==> src/rtl/lock_sequencer.sv <==
// Code-entry controller for the digital lock.
// Turns debounced button levels into digit presses, collects a CODE_LEN-digit
// entry, checks it against the stored secret, and drives the unlock, fail and
// lockout indications. The secret can be reprogrammed while unlocked.
module lock_sequencer #(
    parameter int                      CODE_LEN       = 4,
    parameter logic [2*CODE_LEN-1:0]   DEFAULT_CODE   = 8'b00_01_10_11,
    parameter int                      MAX_FAIL       = 3,
    parameter int                      UNLOCK_CYCLES  = 512,
    parameter int                      LOCKOUT_CYCLES = 1024,
    parameter int                      TIMEOUT_CYCLES = 4096
) (
    input  logic       clk,
    input  logic       rst_n,
    input  logic [3:0] btn,
    input  logic       prog_req,
    input  logic       relock,
    output logic       unlocked,
    output logic       fail_pulse,
    output logic       locked_out,
    output logic       prog_done,
    output logic [3:0] digit_count,
    output logic [2:0] state
);
    localparam int CW   = 2 * CODE_LEN;
    localparam int MAXA = (UNLOCK_CYCLES > LOCKOUT_CYCLES) ? UNLOCK_CYCLES : LOCKOUT_CYCLES;
    localparam int MAXC = (MAXA > TIMEOUT_CYCLES) ? MAXA : TIMEOUT_CYCLES;
    localparam int TW   = $clog2(MAXC) + 1;
    localparam int FW   = $clog2(MAX_FAIL + 1);

    typedef enum logic [2:0] {
        ST_ENTRY    = 3'd0,
        ST_CHECK    = 3'd1,
        ST_UNLOCKED = 3'd2,
        ST_PROGRAM  = 3'd3,
        ST_LOCKOUT  = 3'd4
    } state_t;

    state_t          st;
    logic [3:0]      btn_q;
    logic [3:0]      press_vec;
    logic            pressed;
    logic            multi;
    logic [1:0]      digit;
    logic            last_digit;
    logic            tmo;
    logic [CW-1:0]   entry_reg;
    logic [CW-1:0]   shadow_reg;
    logic [CW-1:0]   secret;
    logic            bad;
    logic [FW-1:0]   fail_cnt;
    logic [TW-1:0]   timer;

    assign state = st;

    // Rising-edge press decode; digit is only meaningful for a single-bit press
    always_comb begin
        press_vec  = btn & ~btn_q;
        pressed    = |press_vec;
        multi      = pressed && !$onehot(press_vec);
        digit      = 2'd0;
        for (int i = 0; i < 4; i++)
            if (press_vec[i]) digit = 2'(i);
        last_digit = (digit_count == 4'(CODE_LEN - 1));
        tmo        = (timer >= TW'(TIMEOUT_CYCLES - 1));
    end

    // Main sequencer: state, shared timer, entry/secret registers, registered outputs
    always_ff @(posedge clk or negedge rst_n) begin
        if (!rst_n) begin
            st          <= ST_ENTRY;
            btn_q       <= 4'b1111;
            entry_reg   <= '0;
            shadow_reg  <= '0;
            secret      <= DEFAULT_CODE;
            bad         <= 1'b0;
            fail_cnt    <= '0;
            timer       <= '0;
            unlocked    <= 1'b0;
            fail_pulse  <= 1'b0;
            locked_out  <= 1'b0;
            prog_done   <= 1'b0;
            digit_count <= 4'd0;
        end else begin
            btn_q      <= btn;
            fail_pulse <= 1'b0;
            prog_done  <= 1'b0;
            if (timer != '1) timer <= timer + 1'b1;

            case (st)
                ST_ENTRY: begin
                    if (pressed) begin
                        timer       <= '0;
                        entry_reg   <= {entry_reg[CW-3:0], digit};
                        digit_count <= digit_count + 4'd1;
                        if (multi) bad <= 1'b1;
                        if (last_digit) st <= ST_CHECK;
                    end else if (digit_count != 4'd0 && tmo) begin
                        digit_count <= 4'd0;
                        bad         <= 1'b0;
                    end
                end

                ST_CHECK: begin
                    timer       <= '0;
                    digit_count <= 4'd0;
                    bad         <= 1'b0;
                    if (!bad && entry_reg == secret) begin
                        st       <= ST_UNLOCKED;
                        unlocked <= 1'b1;
                        fail_cnt <= '0;
                    end else begin
                        fail_pulse <= 1'b1;
                        if (fail_cnt == FW'(MAX_FAIL - 1)) begin
                            st         <= ST_LOCKOUT;
                            locked_out <= 1'b1;
                            fail_cnt   <= '0;
                        end else begin
                            st       <= ST_ENTRY;
                            fail_cnt <= fail_cnt + 1'b1;
                        end
                    end
                end

                ST_UNLOCKED: begin
                    if (relock || timer >= TW'(UNLOCK_CYCLES - 1)) begin
                        st       <= ST_ENTRY;
                        unlocked <= 1'b0;
                        timer    <= '0;
                    end else if (prog_req) begin
                        st          <= ST_PROGRAM;
                        timer       <= '0;
                        digit_count <= 4'd0;
                    end
                end

                ST_PROGRAM: begin
                    // prog_req is not watched here: once started, programming runs to commit or abort
                    if (pressed) begin
                        timer <= '0;
                        if (multi) begin
                            st          <= ST_ENTRY;
                            unlocked    <= 1'b0;
                            digit_count <= 4'd0;
                        end else begin
                            shadow_reg <= {shadow_reg[CW-3:0], digit};
                            if (last_digit) begin
                                secret      <= {shadow_reg[CW-3:0], digit};
                                prog_done   <= 1'b1;
                                st          <= ST_ENTRY;
                                unlocked    <= 1'b0;
                                digit_count <= 4'd0;
                            end else begin
                                digit_count <= digit_count + 4'd1;
                            end
                        end
                    end else if (tmo) begin
                        st          <= ST_ENTRY;
                        unlocked    <= 1'b0;
                        timer       <= '0;
                        digit_count <= 4'd0;
                    end
                end

                ST_LOCKOUT: begin
                    if (timer >= TW'(LOCKOUT_CYCLES - 1)) begin
                        st         <= ST_ENTRY;
                        locked_out <= 1'b0;
                        timer      <= '0;
                        fail_cnt   <= '0;
                    end
                end

                default: begin
                    st    <= ST_ENTRY;
                    timer <= '0;
                end
            endcase
        end
    end
endmodule
==> config.mk <==
export PLATFORM = sky130hd
export DESIGN_NAME = lock_sequencer
export DESIGN_NICKNAME = d
export VERILOG_FILES = /design/src/rtl/lock_sequencer.sv
export SDC_FILE = /design/constraint.sdc
export NUM_CORES = 1
export LEC_CHECK = 0
export BUFFER_PORTS_ARGS = -buffer_cell sky130_fd_sc_hd__buf_4
export CAP_MARGIN = 20
export CORE_UTILIZATION = 25
export CTS_CLUSTER_SIZE = 16
export DETAILED_ROUTE_END_ITERATION = 8
export HOLD_SLACK_MARGIN = 0.12
export PLACE_DENSITY = 0.42
export SLEW_MARGIN = 10
export SYNTH_ARGS = -nofsm -noshare
export SYNTH_HDL_FRONTEND = slang
export SYNTH_SLANG_ARGS = --single-unit
==> constraint.sdc <==
create_clock -name clk -period 2.84 [get_ports clk]
set_input_delay 0.284 -clock clk [delete_from_list [all_inputs] [get_ports clk]]
set_output_delay 0.284 -clock clk [all_outputs]
set_load 0.01 [all_outputs]
==> flow_summary_export.csv, run 1 <==
group,metric,value,unit
status,outcome,"complete, but fails checks",
status,violations,"negative setup slack",
sta,slew_violations,0,
cts,cts.path.max_buffers,2,
synthesis,async_reset_ff_frac,1.00,
synthesis,ys_seq_area_frac,0.496,
grt,grt_pass1_vias,2070,
setup_path,crit_type,"flip-flop to flip-flop",
power_and_ir_drop,power.density,663,nW/µm²
synthesis,avgSynthCellArea,10.8,µm²
cts,clk_latency,310,ps
setup_path,path_max_fanout,8,
synthesis,ys_warn_count,0,
setup_path,worstSetupEndpoint,"secret[6]",
synthesis,synth_top_area_frac,0.418,
synthesis,synth_area_leaders,"dfrtp_1, dfstp_2, mux2_2",
route,dr.pass1.iters,4,
sta,setup_violations,12,
route,drc_errors,0,
sta,worstMarginPinSlew,994,ps
cts,clk_pin_slew_worst_paths,100,ps
place,place_ws,-83.3,ps
cts,cts_buffers,5,
route,drt-initial-drc-count,50,
sta,setup_ws,-51.4,ps
route,via_per_inst,4.49,
synthesis,synthFlopType,"dfrtp_1",
layout,n_fill_cell,1121,
layout,n_antenna_cell,0,
layout,multi_input_area,1360,µm²
floorplan,ios,19,
setup_path,start_kind,"flip-flop",
route,wl,5800,µm
layout,mostFrequentLayoutCell,"dfrtp_1",
sta,fin_crit,2890,ps
grt,grt_pass1_wl,10300,µm
floorplan,die_h,106,µm
grt,grt.overflow.total,0,
synthesis,synth_edf_count,0,
power_and_ir_drop,power.share.clock,0.201,
setup_path,critical_path.startpoint,"btn_q[0]",
power_and_ir_drop,seq_power_share,0.480,
grt,gr-usage-all-layers,0.117,
setup_path,r2r_cells,10,
floorplan,fp.dieArea,11200,µm²
layout,fin_nets,303,
route,detail-route-antenna-nets,0,
synthesis,syn_nets,264,
hold_path,hp-class,"input port to flip-flop",
cts,cts_root_buffer,"clkbuf_8",
route,vias,1910,
sta,finalCritPeriodShare,1.02,
sta,grt_setup_unrepaired,"true",
place,placedInstanceArea,3100,µm²
power_and_ir_drop,power.switching,776,µW
layout,largest_register_ffs,13,
setup_path,r2r_slack,-50,ps
setup_path,timing.rr.start,"btn_q[0]",
power_and_ir_drop,comb_power_share,0.319,
floorplan,core,10400,µm²
layout,final_area,3320,µm²
layout,synthToLayoutAreaGrowth,23.4,%
place,dp_hpwl,4130,µm
power_and_ir_drop,vdd_drop_max,0.000239,V
layout,fin_util,0.321,
setup_path,cp.arrival,3100,ps
floorplan,die_w,106,µm
layout,final_cell_mix,"dfrtp_1, buf_4, nor2_1, xor2_1, inv_1",
power_and_ir_drop,sw_frac_of_total,0.352,
power_and_ir_drop,p_leak,1.47,nW
setup_path,critPathCaptureType,"flip-flop",
synthesis,yosysUniqueCellTypes,54,
synthesis,synth_area_leader_cell,"dfrtp_1",
synthesis,postSynthRegisterBits,53,
sta,final_hold_viol_count,0,
layout,seq_area,1340,µm²
sta,fmax,0.346,GHz
run,max_cap_violations,0,
cts,htree_num_levels,2,
floorplan,initial_core_util,0.260,
place,gp_congestion,0.747,
cts,clock_sinks,53,
route,routedWlPerCell,13.6,µm
cts,cts_tree,"done",
place,portBuffers,18,
setup_path,regToRegEndpoint,"secret[6]",
layout,drive_gt1_frac,0.308,
power_and_ir_drop,internal-power,1.43,mW
synthesis,synth_area,2690,µm²
setup_path,required,3050,ps
floorplan,rows,37,
grt,grt_max_degree,54,
sta,final.setup_skew,8.00,ps
sta,max_slew_margin,0.336,
grt,antenna_found_initial,0,
synthesis,postSynthCellCount,249,
[worst max-delay path, stage by stage, from the launching register on]
cell and delay [ps]:
dfstp_2 530, nand2b_4 110, inv_2 40, fa_1 530
ha_2 190, ha_4 200, or3b_4 410, a311oi_4 270
nand2b_1 110, buf_6 150, mux2_2 260
[stage by stage]
| stage | hold WS [ps] | power [mW] | TNS, ps | cells |
|---|---|---|---|---|
| 3_5_place_dp | 386 | 1.76 | -690 | 411 |
| 4_1_cts | 420 | 2.24 | -454 | 425 |
| 5_1_grt | 459 | 2.38 | -2100 | 425 |
| 6_report | 436 | 2.20 | -320 | 425 |
| 3_3_place_gp | 389 | 1.75 | -337 | 410 |
| 2_1_floorplan | -11.6 | 1.51 | -39.5 | 249 |
[layer usage]
layer,track usage,up-vias,share of wire
met4,0.0357,0,0.012
li1,-,963,-
met1,0.160,917,0.52
met3,0.0235,6,0.027
met5,0,-,0
met2,0.184,24,0.44
[cell families after synthesis]
logic type,share of synthesized area
AND/OR/NAND/NOR,0.190
flip-flops,0.496
AO/OA/AOI/OAI,0.110
buffers and inverters,0.0348
multiplexers,0.0817
XOR/XNOR,0.0520
adder cells (fa/ha/maj),0.0353
[cells in the mapped netlist (5+ instances only)]
| master | n |
|---|---|
| inv_1 | 15 |
| o21ai_0 | 7 |
| a21oi_1 | 11 |
| ha_1 | 6 |
| dfstp_2 | 8 |
| nand2b_1 | 5 |
| mux2_2 | 16 |
| nand2_1 | 10 |
| nor2_1 | 28 |
| dfrtp_1 | 45 |
| nand3_1 | 12 |
| xor2_1 | 14 |
[repair_timing]
item	4_1_cts	5_1_grt
endpoints found under the setup margin	13	16
cloned	1	0
hold buffers	5	0
setup buffers	0	0
endpoints found under the hold margin	49	0
pin swaps	0	2
resized for setup	14	5
[worst min path at each step]
| stage | slack, ps | start | depth (start not counted) | end |
|---|---|---|---|---|
| 6_report | 440 | relock | 4 | unlocked |
| 5_1_grt | 460 | relock | 4 | unlocked |
| 4_1_cts | 420 | relock | 4 | unlocked |
| 3_5_place_dp | 390 | rst_n | 1 | timer[6] |
| 3_3_place_gp | 390 | rst_n | 1 | timer[7] |
| 2_1_floorplan | -10 | rst_n | 0 | bad |
[power by group through the flow]
stage | registers, mW | logic [mW] | clock network [mW]
floorplan | 1.03 | 0.476 | 0
global placement | 1.07 | 0.679 | 0
detailed placement | 1.07 | 0.692 | 0
CTS | 1.06 | 0.710 | 0.467
global route | 1.09 | 0.798 | 0.491
finish | 1.06 | 0.703 | 0.444
[final cells by class]
cell class,instances,share of cell area
Timing Repair Buffer,39,0.0933
Inverter,15,0.0169
Clock buffer,5,0.0207
Sequential cell,53,0.402
Multi-Input combinational cell,174,0.409
Tap cell,136,0.0512
Clock inverter,3,0.00677
(Power assumes the default switching activity.)
==> run 2, diff against run 1 <==
==> constraint.sdc (replaced) <==
create_clock -name clk -period 2.84 [get_ports clk]
set_input_delay 0.142 -clock clk [delete_from_list [all_inputs] [get_ports clk]]
set_output_delay 0.142 -clock clk [all_outputs]
set_load 0.01 [all_outputs]
==> run 2 against run 1 <==
Net effect: the run still ends with negative setup slack left; worst setup slack got worse by 45 ps; total power rose by 4.1%; sequential share of layout area fell by 0.43 points; clock-buffer cell count up 1; critical endpoint is now secret[5].
==> flow_summary_export.csv, run 2 (synthesis gave the netlist of run 1 again) <==
group,metric,value,unit
setup_path,crit_buf_inv,2,
layout,final_cell_mix,"dfrtp_1, buf_4, nor2_1, xor2_1, inv_1",
place,dp_hpwl,4070,µm
layout,n_fill_cell,1089,
cts,clock_sinks,53,
power_and_ir_drop,p_total,2.30,mW
route,vias,1928,
sta,setup_ws,-96.8,ps
sta,finalCritPeriodShare,1.03,
layout,fin_nets,304,
sta,slew_violations,0,
status,outcome,"complete, but fails checks",
grt,grt_pass1_vias,1951,
place,placedInstanceArea,3100,µm²
floorplan,initial_core_util,0.260,
layout,final_area,3360,µm²
cts,cts_tree,"done",
cts,cts_buffers,5,
power_and_ir_drop,p_leak,1.50,nW
route,detail-route-antenna-nets,0,
grt,grt_pass1_wl,9880,µm
sta,final.setup_skew,14.6,ps
setup_path,worstPathCellList,"nand2b_4 > inv_2 > fa_1 > ha_2 > ha_4 > or3b_4 > a311oi_4 > nand2b_1 > buf_6 > mux2_2",
grt,gr-usage-all-layers,0.114,
floorplan,fp.dieArea,11200,µm²
grt,antenna_found_initial,0,
setup_path,start_kind,"flip-flop",
cts,clk_latency,320,ps
floorplan,die_w,106,µm
setup_path,critPathCaptureType,"flip-flop",
route,wl,5780,µm
setup_path,path_max_fanout,8,
route,drc_errors,0,
layout,drive_gt1_frac,0.314,
layout,mostFrequentLayoutCell,"dfrtp_1",
route,routedWlPerCell,13.6,µm
power_and_ir_drop,power.density,683,nW/µm²
sta,fmax,0.341,GHz
setup_path,required,3040,ps
grt,grt_max_degree,54,
sta,fin_crit,2940,ps
sta,setup_violations,12,
hold_path,hp-class,"input port to flip-flop",
setup_path,critical-path-top-delay-family,"adder cells",
floorplan,core,10400,µm²
grt,grt.overflow.total,0,
floorplan,die_h,106,µm
sta,worstMarginPinSlew,981,ps
cts,cts_root_buffer,"clkbuf_8",
layout,n_antenna_cell,0,
setup_path,slowest_delay,530,ps
setup_path,critical_path.slowest_cell,"dfstp_2",
sta,max_slew_margin,0.345,
setup_path,crit_type,"flip-flop to flip-flop",
route,dr.pass1.iters,4,
cts,clk_pin_slew_worst_paths,100,ps
sta,final_hold_viol_count,0,
run,max_cap_violations,0,
power_and_ir_drop,vdd_drop_max,0.000230,V
sta,grt_setup_unrepaired,"true",
setup_path,cp.arrival,3130,ps
floorplan,rows,37,
layout,largest_register_ffs,13,
status,violations,"negative setup slack",
cts,cts.path.max_buffers,2,
sta,whs,297,ps
place,portBuffers,18,
route,via_per_inst,4.53,
cts,htree_num_levels,2,
floorplan,ios,19,
layout,synthToLayoutAreaGrowth,24.8,%
route,drt-initial-drc-count,39,
place,gp_congestion,0.706,
==> run 2: cell types whose count changed in the layout (fill, tap and decap cells not counted) <==
cell | before | now
clkinvlp_4 | 3 | 0
buf_4 | 31 | 33
buf_2 | 1 | 0
bufinv_16 | 0 | 1
clkbuf_1 | 0 | 1
clkinv_4 | 0 | 1
nand2_1 | 9 | 8
nand2_2 | 1 | 2
o21ai_1 | 3 | 2
o21ai_2 | 1 | 2
==> run 2: worst register-to-register path, stage by stage, from the launching register on <==
cell	delay [ps]
dfstp_2	530
nand2b_4	110
inv_2	40
fa_1	530
ha_2	180
ha_4	200
or3b_4	410
a311oi_4	290
nand2b_1	110
buf_6	150
mux2_2	260
==> run 2: path summary, 6_finish.rpt <==
check | start | endpoint | slack (ps) | cells past startpoint
worst max-delay path | btn_q[0] | secret[5] | -100 | 10
worst min-delay path | relock | unlocked | 300 | 4
worst max register to register | btn_q[0] | secret[5] | -100 | 10
worst min register to register | secret[0] | secret[0] | 480 | 2
max in group asynchronous | rst_n | entry_reg[5] | 1950 | 2
min in group asynchronous | rst_n | timer[7] | 390 | 2
==> run 2: repair_timing <==
item | 4_1_cts | 5_1_grt
resized for setup | 16 | 5
pin swaps | 0 | 2
endpoints found under the hold margin | 49 | 0
gates cloned | 1 | 0
setup endpoints to repair | 15 | 16
hold buffers | 5 | 0
buffers inserted | 1 | 1
==> run 2: metal layers <==
layer	share of wire	routed length [µm]	GRT usage
met1	0.50	2890	0.156
met2	0.46	2640	0.170
met3	0.033	190	0.0303
met4	0.011	64	0.0417
met5	0	0	0
==> run 2: final cells by class <==
cell class              count  area [µm²]  area share
flip-flops and latches     53        1340       0.398
well taps                 136         170      0.0506
inverters                  15        56.3      0.0168
multi-input cells         174        1370       0.407
repair buffers             40         320      0.0953
clock inverters             2        38.8      0.0115
clock buffers               6        72.6      0.0216
==> run 2: per-stage QoR <==
| stage | setup TNS (ps) | setup WS [ps] | instances | util |
|---|---|---|---|---|
| after global routing | -2200 | -198 | 426 | 0.324 |
| after global placement | -452 | -63.8 | 410 | 0.298 |
| after detailed placement | -990 | -115 | 411 | 0.299 |
| after CTS | -610 | -91.1 | 426 | 0.321 |
| after floorplan | -39.5 | -9.88 | 249 | - |
| final | -727 | -96.8 | 426 | 0.324 |
==> run 2: where the power goes <==
part / switching, mW / internal, mW
sequential: 0.150 / 0.904
clock: 0.267 / 0.265
combinational: 0.358 / 0.352
total: 0.774 / 1.52
